--- src/rtl/multicycle_chunk_adder_pkg.sv ---
// Shared definitions for the multicycle arithmetic blocks: FSM state encoding
// and the operand/chunk geometry check used at elaboration.
package multicycle_chunk_adder_pkg;

  typedef enum logic [1:0] {
    ST_IDLE = 2'd0,
    ST_RUN  = 2'd1,
    ST_DONE = 2'd2
  } state_t;

  function automatic bit chunk_cfg_ok(input int width, input int chunk);
    return (chunk >= 1) && (chunk <= width) && ((width % chunk) == 0);
  endfunction

endpackage

--- src/rtl/multicycle_chunk_adder_chunk.sv ---
// Combinational CHUNK-bit ripple-carry adder made of full-adder cells; also
// exposes the carry into the top bit so the caller can form signed overflow.
module chunk_adder #(
  parameter int CHUNK = 4
) (
  input  logic [CHUNK-1:0] a_i,
  input  logic [CHUNK-1:0] b_i,
  input  logic             cin_i,
  output logic [CHUNK-1:0] s_o,
  output logic             cout_o,
  output logic             c_msb_o
);

  logic [CHUNK:0] c;

  assign c[0] = cin_i;

  for (genvar gi = 0; gi < CHUNK; gi++) begin : g_fa
    assign s_o[gi]  = a_i[gi] ^ b_i[gi] ^ c[gi];
    assign c[gi+1]  = (a_i[gi] & b_i[gi]) | (c[gi] & (a_i[gi] ^ b_i[gi]));
  end

  assign cout_o  = c[CHUNK];
  assign c_msb_o = c[CHUNK-1];

endmodule

--- src/rtl/multicycle_chunk_adder.sv ---
// WIDTH-bit adder that processes CHUNK bits per clock, LSB chunk first, with
// a start/busy/done handshake. Results stay put until the next op's first chunk.
module multicycle_chunk_adder
  import multicycle_chunk_adder_pkg::*;
#(
  parameter int WIDTH = 16,
  parameter int CHUNK = 4
) (
  input  logic             clk,
  input  logic             rst,
  input  logic             start_i,
  input  logic [WIDTH-1:0] a_i,
  input  logic [WIDTH-1:0] b_i,
  input  logic             cin_i,
  output logic             busy_o,
  output logic             done_o,
  output logic [WIDTH-1:0] s_o,
  output logic             cout_o,
  output logic             ovf_o
);

  localparam int NCHUNK = WIDTH / CHUNK;
  localparam int IDXW   = (NCHUNK > 1) ? $clog2(NCHUNK) : 1;
  localparam logic [IDXW-1:0] LAST_IDX = IDXW'(NCHUNK - 1);

  if (!chunk_cfg_ok(WIDTH, CHUNK)) begin : g_bad_cfg
    $error("multicycle_chunk_adder: WIDTH must be a multiple of CHUNK");
  end

  state_t           state_q;
  logic [WIDTH-1:0] a_q, b_q, s_q, s_d;
  logic [IDXW-1:0]  idx_q;
  logic             carry_q, busy_q, done_q, cout_q, ovf_q;

  logic [CHUNK-1:0] chunk_a, chunk_b, chunk_s;
  logic             chunk_co, chunk_cmsb;

  assign chunk_a = a_q[idx_q*CHUNK +: CHUNK];
  assign chunk_b = b_q[idx_q*CHUNK +: CHUNK];

  chunk_adder #(.CHUNK(CHUNK)) u_chunk (
    .a_i    (chunk_a),
    .b_i    (chunk_b),
    .cin_i  (carry_q),
    .s_o    (chunk_s),
    .cout_o (chunk_co),
    .c_msb_o(chunk_cmsb)
  );

  always_comb begin
    s_d = s_q;
    s_d[idx_q*CHUNK +: CHUNK] = chunk_s;
  end

  always_ff @(posedge clk or posedge rst) begin
    if (rst) begin
      state_q <= ST_IDLE;
      a_q     <= '0;
      b_q     <= '0;
      s_q     <= '0;
      idx_q   <= '0;
      carry_q <= 1'b0;
      busy_q  <= 1'b0;
      done_q  <= 1'b0;
      cout_q  <= 1'b0;
      ovf_q   <= 1'b0;
    end else begin
      done_q <= 1'b0;
      case (state_q)
        ST_IDLE, ST_DONE: begin
          if (start_i) begin
            a_q     <= a_i;
            b_q     <= b_i;
            carry_q <= cin_i;
            idx_q   <= '0;
            busy_q  <= 1'b1;
            state_q <= ST_RUN;
          end else begin
            busy_q  <= 1'b0;
            state_q <= ST_IDLE;
          end
        end
        ST_RUN: begin
          s_q     <= s_d;
          carry_q <= chunk_co;
          if (idx_q == LAST_IDX) begin
            // Overflow is the carry into the MSB disagreeing with the carry out.
            cout_q  <= chunk_co;
            ovf_q   <= chunk_co ^ chunk_cmsb;
            idx_q   <= '0;
            busy_q  <= 1'b0;
            done_q  <= 1'b1;
            state_q <= ST_DONE;
          end else begin
            idx_q <= idx_q + 1'b1;
          end
        end
        default: begin
          busy_q  <= 1'b0;
          state_q <= ST_IDLE;
        end
      endcase
    end
  end

  assign busy_o = busy_q;
  assign done_o = done_q;
  assign s_o    = s_q;
  assign cout_o = cout_q;
  assign ovf_o  = ovf_q;

endmodule

--- config.mk ---
export PLATFORM = sky130hd
export DESIGN_NAME = multicycle_chunk_adder
export DESIGN_NICKNAME = d
export VERILOG_FILES = /design/src/rtl/multicycle_chunk_adder_pkg.sv /design/src/rtl/multicycle_chunk_adder_chunk.sv /design/src/rtl/multicycle_chunk_adder.sv
export SDC_FILE = /design/constraint.sdc
export NUM_CORES = 1
export LEC_CHECK = 0
export ABC_AREA = 0
export BUFFER_PORTS_ARGS = -buffer_cell sky130_fd_sc_hd__buf_2
export CAP_MARGIN = 20
export CORE_ASPECT_RATIO = 0.8
export CORE_MARGIN = 2
export CORE_UTILIZATION = 32
export DETAILED_ROUTE_END_ITERATION = 8
export HOLD_SLACK_MARGIN = 0.12
export PLACE_DENSITY = 0.48
export SKIP_LAST_GASP = 1
export SLEW_MARGIN = 40
export SYNTH_ARGS = -nofsm -noshare
export SYNTH_HDL_FRONTEND = slang
export SYNTH_SLANG_ARGS = --single-unit
--- constraint.sdc ---
create_clock -name clk -period 7.8 [get_ports clk]
set_clock_uncertainty 0.2 [all_clocks]
set_input_delay 0.78 -clock clk [delete_from_list [all_inputs] [get_ports clk]]
set_output_delay 0.78 -clock clk [all_outputs]
set_load 0.005 [all_outputs]
==> impl_metrics.env <==
export IMPL_grtUsageTotal_pct=13.1
export IMPL_drive_above_1_share_pct=53.6
export IMPL_vias=1653
export IMPL_postCtsResizedCells=0
export IMPL_routed_wl_um=5550
export IMPL_std_cell_rows=30
export IMPL_mostFrequentLayoutCells="sky130_fd_sc_hd__dfrtp_1, sky130_fd_sc_hd__buf_2, sky130_fd_sc_hd__mux2_2"
export IMPL_ctsHtreeMaxLevel=2
export IMPL_core_area_sq_um=8410
export IMPL_final_setup_viol_count=0
export IMPL_cts_hold_buffers=0
export IMPL_floorplan_die_area_sq_um=9320
export IMPL_routed_wire_length_per_instance_um=16.1
export IMPL_synth_area_leader_cell="sky130_fd_sc_hd__dfrtp_1"
export IMPL_routabilityCongestion=0.695
export IMPL_io_pins=56
export IMPL_critical_path_arrival_ns=3.66
export IMPL_synth_top_cell_area_share_pct=51.2
export IMPL_synth_yosys_seq_area_share_pct=51.2
export IMPL_syn_to_final_growth_pct=18.6
export IMPL_synthesis_area_sq_um=2740
export IMPL_synth_top_cells_by_area="sky130_fd_sc_hd__dfrtp_1, sky130_fd_sc_hd__mux2_2, sky130_fd_sc_hd__mux4_1, sky130_fd_sc_hd__fa_1, sky130_fd_sc_hd__ha_1"
export IMPL_synth_net_count=224
export IMPL_synth_yosys_warnings=0
export IMPL_worstSetupPathType="reg -> reg"
export IMPL_asyncSetResetFlopFracSynth_pct=100
export IMPL_finalWorstPathRequiredPeriod_ns=3.65
export IMPL_clock_insertion_delay_worst_skew_ns=0.31
export IMPL_cts_post_setup_buffers_inserted=0
export IMPL_outcome="complete, no violations"
export IMPL_grt_pass1_vias=1729
export IMPL_start_kind="register"
export IMPL_start_util_pct=32.6
export IMPL_unrepaired_setup_endpoints_after_global_routing="no"
export IMPL_drv_max_cap_violation_count=0
export IMPL_clock_tree_buffer_depth=2
export IMPL_grt_pass1_wl_um=9290
export IMPL_leakage_nw=1.54
export IMPL_clock_tree_from_tritoncts="built"
export IMPL_worst_slew_pin_slew_ns=0.534
export IMPL_fin_nets=278
export IMPL_critPathMaxFanout=29
export IMPL_syn_avg_cell_area_sq_um=15.4
export IMPL_postSynthRegisterBits=56
export IMPL_diodes=0
export IMPL_synth_cells=178
export IMPL_cts_reportedPaths_clkPinSlew_ns=0.10
export IMPL_total_power_draw_mw=1.50
export IMPL_tritoncts_num_buffers=5
export IMPL_maximum_number_of_pins_on_one_net_before_global_route_repair=57
export IMPL_grt_antenna_before_repair=0
export IMPL_port_buffers=55
export IMPL_final_min_period_over_clock_period_pct=46.8
export IMPL_drtIter0Drc=71
export IMPL_max_freq_ghz=0.274
export IMPL_die_w_um=107
export IMPL_end_kind="register"
export IMPL_ys_flop_type="sky130_fd_sc_hd__dfrtp_1"
export IMPL_final_setup_tns_ns=0
export IMPL_fillerInstances=833
export IMPL_critPathRequiredTime_ns=7.80
export IMPL_die_height_um=86.7
export IMPL_power_per_cell_area_nw_per_um2=462
export IMPL_route_detailed_vias_per_inst=4.79
export IMPL_first_pass_iters=4
export IMPL_detail_route_antenna_nets=0
export IMPL_cts_sinks=56
export IMPL_globalRoute_totalOverflow=0
export IMPL_final_hold_violation_count=0
export IMPL_drc=0
export IMPL_ys_types=24
export IMPL_timing_hold_worst_class="in -> async"
export IMPL_dp_hpwl_um=3800
export IMPL_timing_max_slew_rel_slack_pct=64.4
export IMPL_power_ir_vdd_worst_uv=168
export IMPL_report_final_slew_viol_count=0
export IMPL_synth_edf_count=0
export IMPL_clockRootBuffer="sky130_fd_sc_hd__clkbuf_8"
[final cells by class]
cell class	instances	area [sq um]	share of cell area, %
repair buffers	58	310	9.55
well taps	112	140	4.31
clock inverters	1	30.0	0.924
inverters	10	37.5	1.16
clock buffers	7	96.3	2.97
multi-input cells	101	1230	37.9
flip-flops and latches	56	1400	43.2
[state kept, by name (all words and copies together) (netlist names), 2 cells and up]
register	count
s_o	16
idx_q	2
a_q	16
b_q	16
[synth_stat cells (2+ instances only)]
master	n
sky130_fd_sc_hd__and3b_1	4
sky130_fd_sc_hd__and4b_1	2
sky130_fd_sc_hd__and4bb_2	3
sky130_fd_sc_hd__buf_2	5
sky130_fd_sc_hd__buf_4	3
sky130_fd_sc_hd__buf_6	2
sky130_fd_sc_hd__dfrtp_1	56
sky130_fd_sc_hd__fa_1	4
sky130_fd_sc_hd__ha_1	6
sky130_fd_sc_hd__inv_1	10
sky130_fd_sc_hd__mux2_2	50
sky130_fd_sc_hd__mux4_1	7
sky130_fd_sc_hd__nand3b_1	3
sky130_fd_sc_hd__nor2b_1	2
sky130_fd_sc_hd__nor4b_1	6
sky130_fd_sc_hd__nor4bb_1	5
sky130_fd_sc_hd__o31ai_1	2
sky130_fd_sc_hd__or3b_2	2
[per-layer routing]
metal  up-vias  share of wire [%]  global-route usage (%)
met5         -                  0                       0
met4         0               0.92                    4.20
met3         5                3.9                    3.01
met2        34                 42                    18.6
met1       853                 54                    19.8
li1        761                  -                       -
[kinds of logic after synthesis]
group                    count (synthesis)  synth area share, %
AND/OR/NAND/NOR                         28                 9.42
flip-flops                              56                 51.2
AO/OA/AOI/OAI                            4                 1.19
adder cells (fa/ha/maj)                 10                 5.67
XOR/XNOR                                 1                0.320
multiplexers                            58                 28.1
buffers and inverters                   21                 4.11
[worst max-delay path: stages (launching register included)]
cell and delay, ns:
sky130_fd_sc_hd__dfrtp_2 0.73, sky130_fd_sc_hd__mux4_1 0.66, sky130_fd_sc_hd__fa_1 0.37, sky130_fd_sc_hd__inv_1 0.08, sky130_fd_sc_hd__fa_1 0.18, sky130_fd_sc_hd__fa_1 0.23
sky130_fd_sc_hd__inv_1 0.07, sky130_fd_sc_hd__fa_1 0.42, sky130_fd_sc_hd__or3b_2 0.48, sky130_fd_sc_hd__o311a_1 0.13
[power by group]
| part | internal (mW) | switching [mW] |
|---|---|---|
| clock network | 0.114 | 0.0980 |
| registers | 0.426 | 0.109 |
| logic | 0.407 | 0.346 |
| total | 0.947 | 0.553 |
[worst paths after layout]
kind	startpoint	end	slack (ns)	cells past startpoint
worst min register to register	a_q[11]	a_q[11]	0.31	1
worst max register to register	idx_q[0]	carry_q	4.15	9
min in group clk	a_q[11]	a_q[11]	0.31	1
worst max-delay path	idx_q[0]	carry_q	4.15	9
max in group asynchronous	rst	b_q[9]	6.64	4
worst min-delay path	rst	s_o[12]	0.26	3
[stage by stage]
stage          utilization, %  std cells  cell area, sq um  hold slack (ns)  setup slack, ns
3_5_place_dp             36.9        336              3100            0.288             4.17
6_report                 38.6        345              3250            0.262             4.15
5_1_grt                  38.6        345              3250            0.264             3.95
3_3_place_gp             36.8        336              3100            0.284             3.93
4_1_cts                  38.4        344              3230            0.314             4.14
2_1_floorplan               -        178              2740            0.272             4.46
Note: power is estimated with default switching activity, not from simulation.
